--- src/rtl/conv_layer_sequencer.sv ---
// Layer controller for the 4-channel 3x3 conv/quantise/ReLU/pool datapath: loads the
// layer configuration from a byte stream, streams one frame of pixels, counts pooled results.
module conv_layer_sequencer #(
  parameter int IMG_W         = 128,
  parameter int IMG_H         = 128,
  parameter int OUT_COUNT     = 3969,
  parameter int DRAIN_TIMEOUT = 1024
) (
  input  logic         clk,
  input  logic         rst_n,
  input  logic         start,
  input  logic         reuse_cfg,
  input  logic         abort,
  output logic         busy,
  output logic         done,
  output logic         err_timeout,
  output logic         cfg_loaded,
  input  logic         cfg_valid,
  output logic         cfg_ready,
  input  logic [7:0]   cfg_data,
  input  logic         pix_valid,
  output logic         pix_ready,
  input  logic [31:0]  pix_data,
  output logic         conv_valid_in,
  output logic [31:0]  conv_din,
  output logic [287:0] conv_weights,
  output logic [31:0]  conv_zero_points,
  output logic [3:0]   conv_shift,
  output logic [7:0]   conv_zp_z3,
  output logic [7:0]   conv_relu_zp,
  input  logic         dp_valid_out,
  input  logic [7:0]   dp_dout,
  output logic         out_valid,
  output logic [7:0]   out_data,
  output logic [11:0]  out_cnt
);

  localparam int NPIX  = IMG_W * IMG_H;
  localparam int PIX_W = (NPIX > 1) ? $clog2(NPIX) : 1;
  localparam int TMO_W = $clog2(DRAIN_TIMEOUT + 1);
  localparam logic [PIX_W-1:0] LAST_PIX  = PIX_W'(NPIX - 1);
  localparam logic [TMO_W-1:0] TMO_LIMIT = TMO_W'(DRAIN_TIMEOUT);
  localparam logic [11:0]      OUT_LIMIT = 12'(OUT_COUNT);

  typedef enum logic [2:0] {
    S_IDLE,
    S_LOAD_CFG,
    S_STREAM,
    S_DRAIN,
    S_DONE
  } state_e;

  state_e             state_q, state_d;
  logic [5:0]         cfg_idx_q, cfg_idx_d;
  logic [PIX_W-1:0]   pix_cnt_q, pix_cnt_d;
  logic [TMO_W-1:0]   tmo_q, tmo_d;
  logic [11:0]        out_cnt_q, out_cnt_d;
  logic [287:0]       weights_q, weights_d;
  logic [31:0]        zp_q, zp_d;
  logic [3:0]         shift_q, shift_d;
  logic [7:0]         zp_z3_q, zp_z3_d;
  logic [7:0]         relu_zp_q, relu_zp_d;
  logic               busy_q, busy_d;
  logic               done_q, done_d;
  logic               err_q, err_d;
  logic               cfg_loaded_q, cfg_loaded_d;
  logic               cfg_ready_q, cfg_ready_d;
  logic               pix_ready_q, pix_ready_d;
  logic               conv_valid_q, conv_valid_d;
  logic [31:0]        conv_din_q, conv_din_d;
  logic               out_valid_q, out_valid_d;
  logic [7:0]         out_data_q, out_data_d;

  logic cfg_acc;
  logic pix_acc;
  logic fwd;

  always_comb begin
    state_d      = state_q;
    cfg_idx_d    = cfg_idx_q;
    pix_cnt_d    = pix_cnt_q;
    tmo_d        = tmo_q;
    out_cnt_d    = out_cnt_q;
    weights_d    = weights_q;
    zp_d         = zp_q;
    shift_d      = shift_q;
    zp_z3_d      = zp_z3_q;
    relu_zp_d    = relu_zp_q;
    err_d        = err_q;
    cfg_loaded_d = cfg_loaded_q;
    conv_din_d   = conv_din_q;
    out_data_d   = out_data_q;
    conv_valid_d = 1'b0;
    out_valid_d  = 1'b0;

    cfg_acc = (state_q == S_LOAD_CFG) && cfg_valid && cfg_ready_q;
    pix_acc = (state_q == S_STREAM) && pix_valid && pix_ready_q;
    fwd     = ((state_q == S_STREAM) || (state_q == S_DRAIN)) && dp_valid_out;

    case (state_q)
      S_IDLE: begin
        if (start) begin
          pix_cnt_d = '0;
          out_cnt_d = '0;
          tmo_d     = '0;
          err_d     = 1'b0;
          cfg_idx_d = '0;
          if (reuse_cfg && cfg_loaded_q) begin
            state_d = S_STREAM;
          end else begin
            state_d      = S_LOAD_CFG;
            cfg_loaded_d = 1'b0;
          end
        end
      end
      S_LOAD_CFG: begin
        if (cfg_acc) begin
          // Byte map: 0-35 weights, 36-39 input zero points, 40 shift, 41 zp_z3, 42 relu_zp
          for (int k = 0; k < 36; k++) begin
            if (cfg_idx_q == 6'(k)) weights_d[k*8 +: 8] = cfg_data;
          end
          for (int k = 0; k < 4; k++) begin
            if (cfg_idx_q == 6'(36 + k)) zp_d[k*8 +: 8] = cfg_data;
          end
          if (cfg_idx_q == 6'd40) shift_d   = cfg_data[3:0];
          if (cfg_idx_q == 6'd41) zp_z3_d   = cfg_data;
          if (cfg_idx_q == 6'd42) relu_zp_d = cfg_data;
          cfg_idx_d = cfg_idx_q + 6'd1;
          if (cfg_idx_q == 6'd42) begin
            cfg_loaded_d = 1'b1;
            state_d      = S_STREAM;
          end
        end
      end
      S_STREAM: begin
        if (pix_acc) begin
          conv_valid_d = 1'b1;
          conv_din_d   = pix_data;
          pix_cnt_d    = pix_cnt_q + 1'b1;
          if (pix_cnt_q == LAST_PIX) state_d = S_DRAIN;
        end
      end
      S_DRAIN: begin
        if (dp_valid_out) begin
          tmo_d = '0;
        end else begin
          tmo_d = tmo_q + 1'b1;
          if (tmo_d == TMO_LIMIT) begin
            err_d   = 1'b1;
            state_d = S_DONE;
          end
        end
      end
      S_DONE: begin
        state_d = S_IDLE;
      end
      default: begin
        state_d = S_IDLE;
      end
    endcase

    // The count can complete while pixels are still streaming; that ends the frame early.
    if (fwd) begin
      out_valid_d = 1'b1;
      out_data_d  = dp_dout;
      out_cnt_d   = out_cnt_q + 12'd1;
      if (out_cnt_d == OUT_LIMIT) state_d = S_DONE;
    end

    // Abort wins over everything: nothing accepted or forwarded in this cycle takes effect.
    if (abort && (state_q != S_IDLE)) begin
      state_d      = S_IDLE;
      conv_valid_d = 1'b0;
      out_valid_d  = 1'b0;
      cfg_idx_d    = cfg_idx_q;
      pix_cnt_d    = pix_cnt_q;
      tmo_d        = tmo_q;
      out_cnt_d    = out_cnt_q;
      weights_d    = weights_q;
      zp_d         = zp_q;
      shift_d      = shift_q;
      zp_z3_d      = zp_z3_q;
      relu_zp_d    = relu_zp_q;
      err_d        = err_q;
      conv_din_d   = conv_din_q;
      out_data_d   = out_data_q;
      cfg_loaded_d = (state_q == S_LOAD_CFG) ? 1'b0 : cfg_loaded_q;
    end

    busy_d      = (state_d != S_IDLE);
    done_d      = (state_d == S_DONE);
    cfg_ready_d = (state_d == S_LOAD_CFG);
    pix_ready_d = (state_d == S_STREAM);
  end

  always_ff @(posedge clk) begin
    if (!rst_n) begin
      state_q      <= S_IDLE;
      cfg_idx_q    <= '0;
      pix_cnt_q    <= '0;
      tmo_q        <= '0;
      out_cnt_q    <= '0;
      weights_q    <= '0;
      zp_q         <= '0;
      shift_q      <= '0;
      zp_z3_q      <= '0;
      relu_zp_q    <= '0;
      busy_q       <= 1'b0;
      done_q       <= 1'b0;
      err_q        <= 1'b0;
      cfg_loaded_q <= 1'b0;
      cfg_ready_q  <= 1'b0;
      pix_ready_q  <= 1'b0;
      conv_valid_q <= 1'b0;
      conv_din_q   <= '0;
      out_valid_q  <= 1'b0;
      out_data_q   <= '0;
    end else begin
      state_q      <= state_d;
      cfg_idx_q    <= cfg_idx_d;
      pix_cnt_q    <= pix_cnt_d;
      tmo_q        <= tmo_d;
      out_cnt_q    <= out_cnt_d;
      weights_q    <= weights_d;
      zp_q         <= zp_d;
      shift_q      <= shift_d;
      zp_z3_q      <= zp_z3_d;
      relu_zp_q    <= relu_zp_d;
      busy_q       <= busy_d;
      done_q       <= done_d;
      err_q        <= err_d;
      cfg_loaded_q <= cfg_loaded_d;
      cfg_ready_q  <= cfg_ready_d;
      pix_ready_q  <= pix_ready_d;
      conv_valid_q <= conv_valid_d;
      conv_din_q   <= conv_din_d;
      out_valid_q  <= out_valid_d;
      out_data_q   <= out_data_d;
    end
  end

  assign busy             = busy_q;
  assign done             = done_q;
  assign err_timeout      = err_q;
  assign cfg_loaded       = cfg_loaded_q;
  assign cfg_ready        = cfg_ready_q;
  assign pix_ready        = pix_ready_q;
  assign conv_valid_in    = conv_valid_q;
  assign conv_din         = conv_din_q;
  assign conv_weights     = weights_q;
  assign conv_zero_points = zp_q;
  assign conv_shift       = shift_q;
  assign conv_zp_z3       = zp_z3_q;
  assign conv_relu_zp     = relu_zp_q;
  assign out_valid        = out_valid_q;
  assign out_data         = out_data_q;
  assign out_cnt          = out_cnt_q;

endmodule
--- config.mk ---
export PLATFORM = sky130hd
export DESIGN_NAME = conv_layer_sequencer
export DESIGN_NICKNAME = d
export VERILOG_FILES = /design/src/rtl/conv_layer_sequencer.sv
export SDC_FILE = /design/constraint.sdc
export NUM_CORES = 1
export LEC_CHECK = 0
export CORE_UTILIZATION = 30
export CTS_CLUSTER_SIZE = 30
export DETAILED_ROUTE_END_ITERATION = 8
export GPL_ROUTABILITY_DRIVEN = 0
export PLACE_DENSITY_LB_ADDON = 0.25
export SLEW_MARGIN = 0
export SYNTH_ARGS = -nofsm -noshare
export SYNTH_HDL_FRONTEND = slang
export SYNTH_SLANG_ARGS = --single-unit
--- constraint.sdc ---
create_clock -name clk -period 2.6 [get_ports clk]
set_input_delay 0.52 -clock clk [delete_from_list [all_inputs] [get_ports clk]]
set_output_delay 0.52 -clock clk [all_outputs]
set_load 0.02 [all_outputs]
==> impl_results.md <==
* TritonCTS buffer count at 49
* Effective utilization at floorplan at 30.3%
* Internal power contribution at 10.7 mW
* Number of warnings reported in the yosys synthesis log at 0
* CP max stage delay at 0.96 ns
* Post-synthesis cell area at 16,700 um^2
* Syn Inst Count at 1,691
* Tot GR Track Use at 19.1%
* Peak supply drop at 440 uV
* Vias per std cell at 4.63
* Clock latency on the worst-skew pair at 0.59 ns
* Cell area power density at 575 nW/um^2
* Worst hold slack across all endpoints at 0.416 ns
* Class of the most critical hold timing path: primary input to flip-flop
* Share of final-layout standard cells stronger than drive strength 1 at 9.34%
* Status: completed
* Final setup violation count at 0
* Post-route DRC violation count at 0
* Total power at 13.8 mW
* Slack of the worst reg-to-reg path at 0.26 ns
* CTS clk-pin slew, worst paths at 0.06 ns
* Minimum setup slack in the final design at 0.255 ns
* Sum of routed wire length over all layers at 55,500 um
* Part of the Yosys area used for sequential elements at 52.2%
* Detail Placement HPWL at 38,500 um
* Final cycle utilization of the critical path at 90.2%
* Buffering stage count on the worst path with inverters included at 0
* Post-synthesis average cell area at 9.85 um^2
* Detailed Routing Iterations Pass 1 at 5
* Pin count of the biggest net entering global routing at 81
* Worst-path fanout max at 12
* Chip Height at 238 um
* Share of power burned in combinational logic at 3.7%
* Leakage power summed over all cells at 10.7 nW
* Number of buffers inserted by post-CTS setup repair at 0
* Top flip-flop cell by instance count after synthesis: sky130_fd_sc_hd__dfxtp_1
* Cell type of the slowest stage on the worst timing path: sky130_fd_sc_hd__nor2_2
* Total global routing overflow at 0
* Sw Share at 22.2%
* Pre-CTS WS at -0.124 ns
* Total number of H-tree levels at 2
* Number of violations of the max-capacitance limit at 0
* Cell Chain, Critical Path: nor2_2 > nand3_2 > mux2i_1 > nor2_1
* Clock tree root driver cell: sky130_fd_sc_hd__clkbuf_16
* Final critical-path required period at 2.34 ns
* Dominant delay contributor by cell family on the critical path: simple AND/OR/NAND/NOR gates
* Setup repair after global routing missed its margin: no
* DR vias at 13,500
* Clock Sink Count at 434
* Average routed wire per standard cell at 19.0 um
* Category of the worst setup path launch point: flip-flop
* Count of pins over their slew limit at 0
* Power dissipated by switching net loads at 3.06 mW
* Number of antenna violations at the first check in global routing at 0
* Standard-cell row count at 86
* Share of synthesized flip-flops with an asynchronous set or reset at 0%
* Wire length of the first global-routing pass at 83,200 um
* Post-synth EDFFs at 0
* Total instance count after detailed placement at 2,841
* Number of buffer cells added on primary ports at 455
* Width of the die at 238 um
* Core utilization of the finished layout at 43.5%
* Library cells used by synthesis at 59
* Full die area at 56,500 um^2
* Endpoint type of the worst setup path: flip-flop
* Data required time of the worst path at 3.05 ns
* Synthesized Nets at 1,755
* Arrival time worst endpoint at 2.79 ns
* Worst slew slack as a fraction of its limit at 17.8%
* Finished layout cell area at 23,900 um^2
* Number of antenna cells inserted at 0
* ANT nets after route at 0
* Buffer levels on the longest clock path at 3
* Highest Clock Rate at 427 MHz
* Area grow syn2layout at 43.6%
* Via count of the first global-routing pass at 13,600
* Worst clock skew at 0.0330 ns
* Fraction of power consumed by the clock network at 47.9%
* Sum of negative setup slack at 0 ns
* Number of nets in the layout at 2,208
* CTS Hold Buffers Added at 0
* Endpoints failing hold at 0
* CTS tree: done
* Initial DRC Count at 566
* Placed standard-cell area at 22,400 um^2
* Sequential Power Share at 48.4%
* Resize count post-CTS at 0
* I/O pin cnt at 456
* Flops & latches, synth at 434
* Core Box Area at 55,000 um^2
* Worst-Margin Slew at 1.23 ns
* Finished Layout Cells at 2,922
* Critical Setup Path Class: flip-flop to flip-flop
state kept, by name (all words and copies together), names as in the netlist, 3 cells and up:
signal,flops
cfg_idx_q,6
conv_din,32
conv_relu_zp,8
conv_shift,4
conv_weights,288
conv_zero_points,32
conv_zp_z3,8
out_cnt,12
out_data,8
pix_cnt_q,14
state_q,3
tmo_q,11
worst min-delay path, stage by stage:
cell and delay [ns]:
sky130_fd_sc_hd__buf_2 0.22, sky130_fd_sc_hd__mux2i_1 0.17, sky130_fd_sc_hd__nor2_1 0.05
cell families after synthesis:
logic type	after synthesis	share of synthesized area, %
fa+ha+maj	8	0.601
simple gates	644	18.7
flops	434	52.2
xor+xnor	22	1.16
compound gates	127	4.45
buf+inv	130	3.32
mux	326	19.6
area by class of cell:
type	instances	area, um^2
Clock buffer	76	1440
Sequential cell	434	8690
Inverter	5	26.3
Fill cell	5241	31100
Multi-Input combinational cell	1127	7440
Timing Repair Buffer	527	5320
Clock inverter	5	63.8
Tap cell	748	936
cell usage in the layout (no fill, tap or decap), drive strengths merged, types with 7 or more instances in the layout:
cell | netlist | final
a21oi | 80 | 80
and3 | 8 | 8
buf | 19 | 80
clkbuf | 106 | 76
clkdlybuf4s50 | 0 | 447
dfxtp | 434 | 434
ha | 8 | 8
mux2i | 325 | 325
nand2 | 130 | 130
nand3 | 70 | 70
nand4 | 11 | 11
nor2 | 376 | 376
nor3 | 10 | 10
nor4 | 7 | 7
o21ai | 13 | 13
xor2 | 17 | 17
synth_stat cells, types with 3 or more instances:
cell type                  instances  area share [%]
sky130_fd_sc_hd__nand3_2          12            0.72
sky130_fd_sc_hd__nand2_1         130             2.9
sky130_fd_sc_hd__nand3_4          22             2.3
sky130_fd_sc_hd__o21ai_0          13            0.39
sky130_fd_sc_hd__a21oi_1          78             2.3
sky130_fd_sc_hd__nand2b_1          3            0.11
sky130_fd_sc_hd__and3_1            8            0.30
sky130_fd_sc_hd__buf_6             3            0.20
sky130_fd_sc_hd__a22oi_1           3            0.14
sky130_fd_sc_hd__nand4_2           6            0.45
sky130_fd_sc_hd__clkbuf_1        106             2.4
sky130_fd_sc_hd__o31ai_1           3            0.14
sky130_fd_sc_hd__mux2i_1         325              20
sky130_fd_sc_hd__or4_1             3            0.14
sky130_fd_sc_hd__o21a_1            4            0.18
sky130_fd_sc_hd__a41oi_1           3            0.16
sky130_fd_sc_hd__xor2_1           17            0.89
sky130_fd_sc_hd__dfxtp_1         434              52
sky130_fd_sc_hd__nand3b_1          5            0.23
sky130_fd_sc_hd__nand3_1          36             1.1
sky130_fd_sc_hd__a21boi_0          3            0.14
sky130_fd_sc_hd__buf_4             3            0.14
sky130_fd_sc_hd__nor2b_1           4            0.15
sky130_fd_sc_hd__ha_1              8            0.60
sky130_fd_sc_hd__inv_1             4           0.090
sky130_fd_sc_hd__nor2_1          376             8.5
sky130_fd_sc_hd__nor4_1            6            0.23
sky130_fd_sc_hd__nor3_1           10            0.30
sky130_fd_sc_hd__buf_2            12            0.36
sky130_fd_sc_hd__nand4_1           5            0.19
sky130_fd_sc_hd__a311oi_1          5            0.26
sky130_fd_sc_hd__xnor2_1           5            0.26
worst paths after layout:
kind                                                start                               end  depth (start not counted)
worst max-delay path            cfg_idx_q[2]$_SDFFE_PN0P_     conv_weights[11]$_SDFFE_PN0P_                          4
worst min-delay path                          cfg_data[5]  conv_zero_points[5]$_SDFFE_PN0P_                          3
worst max register to register  cfg_idx_q[2]$_SDFFE_PN0P_     conv_weights[11]$_SDFFE_PN0P_                          4
worst min register to register  conv_din[25]$_SDFFE_PN0P_         conv_din[25]$_SDFFE_PN0P_                          2
routing by layer:
layer | routed length, um | GRT usage [%] | part of all wire (%) | vias to the layer above
li1 | - | - | - | 6597
met1 | 23900 | 23.2 | 43 | 6480
met2 | 26000 | 32.0 | 47 | 364
met3 | 4430 | 6.35 | 8.0 | 78
met4 | 1140 | 5.49 | 2.0 | 0
met5 | 0 | 0 | 0 | -
power by group through the flow:
stage | Clock, mW | Sequential [mW] | Combinational, mW
floorplan | 0 | 6.81 | 0.232
global placement | 0 | 6.81 | 0.514
detailed placement | 0 | 6.81 | 0.517
CTS | 6.80 | 6.66 | 0.519
global route | 7.09 | 6.66 | 0.547
finish | 6.58 | 6.66 | 0.511
Power figures use the tool's default switching activity.
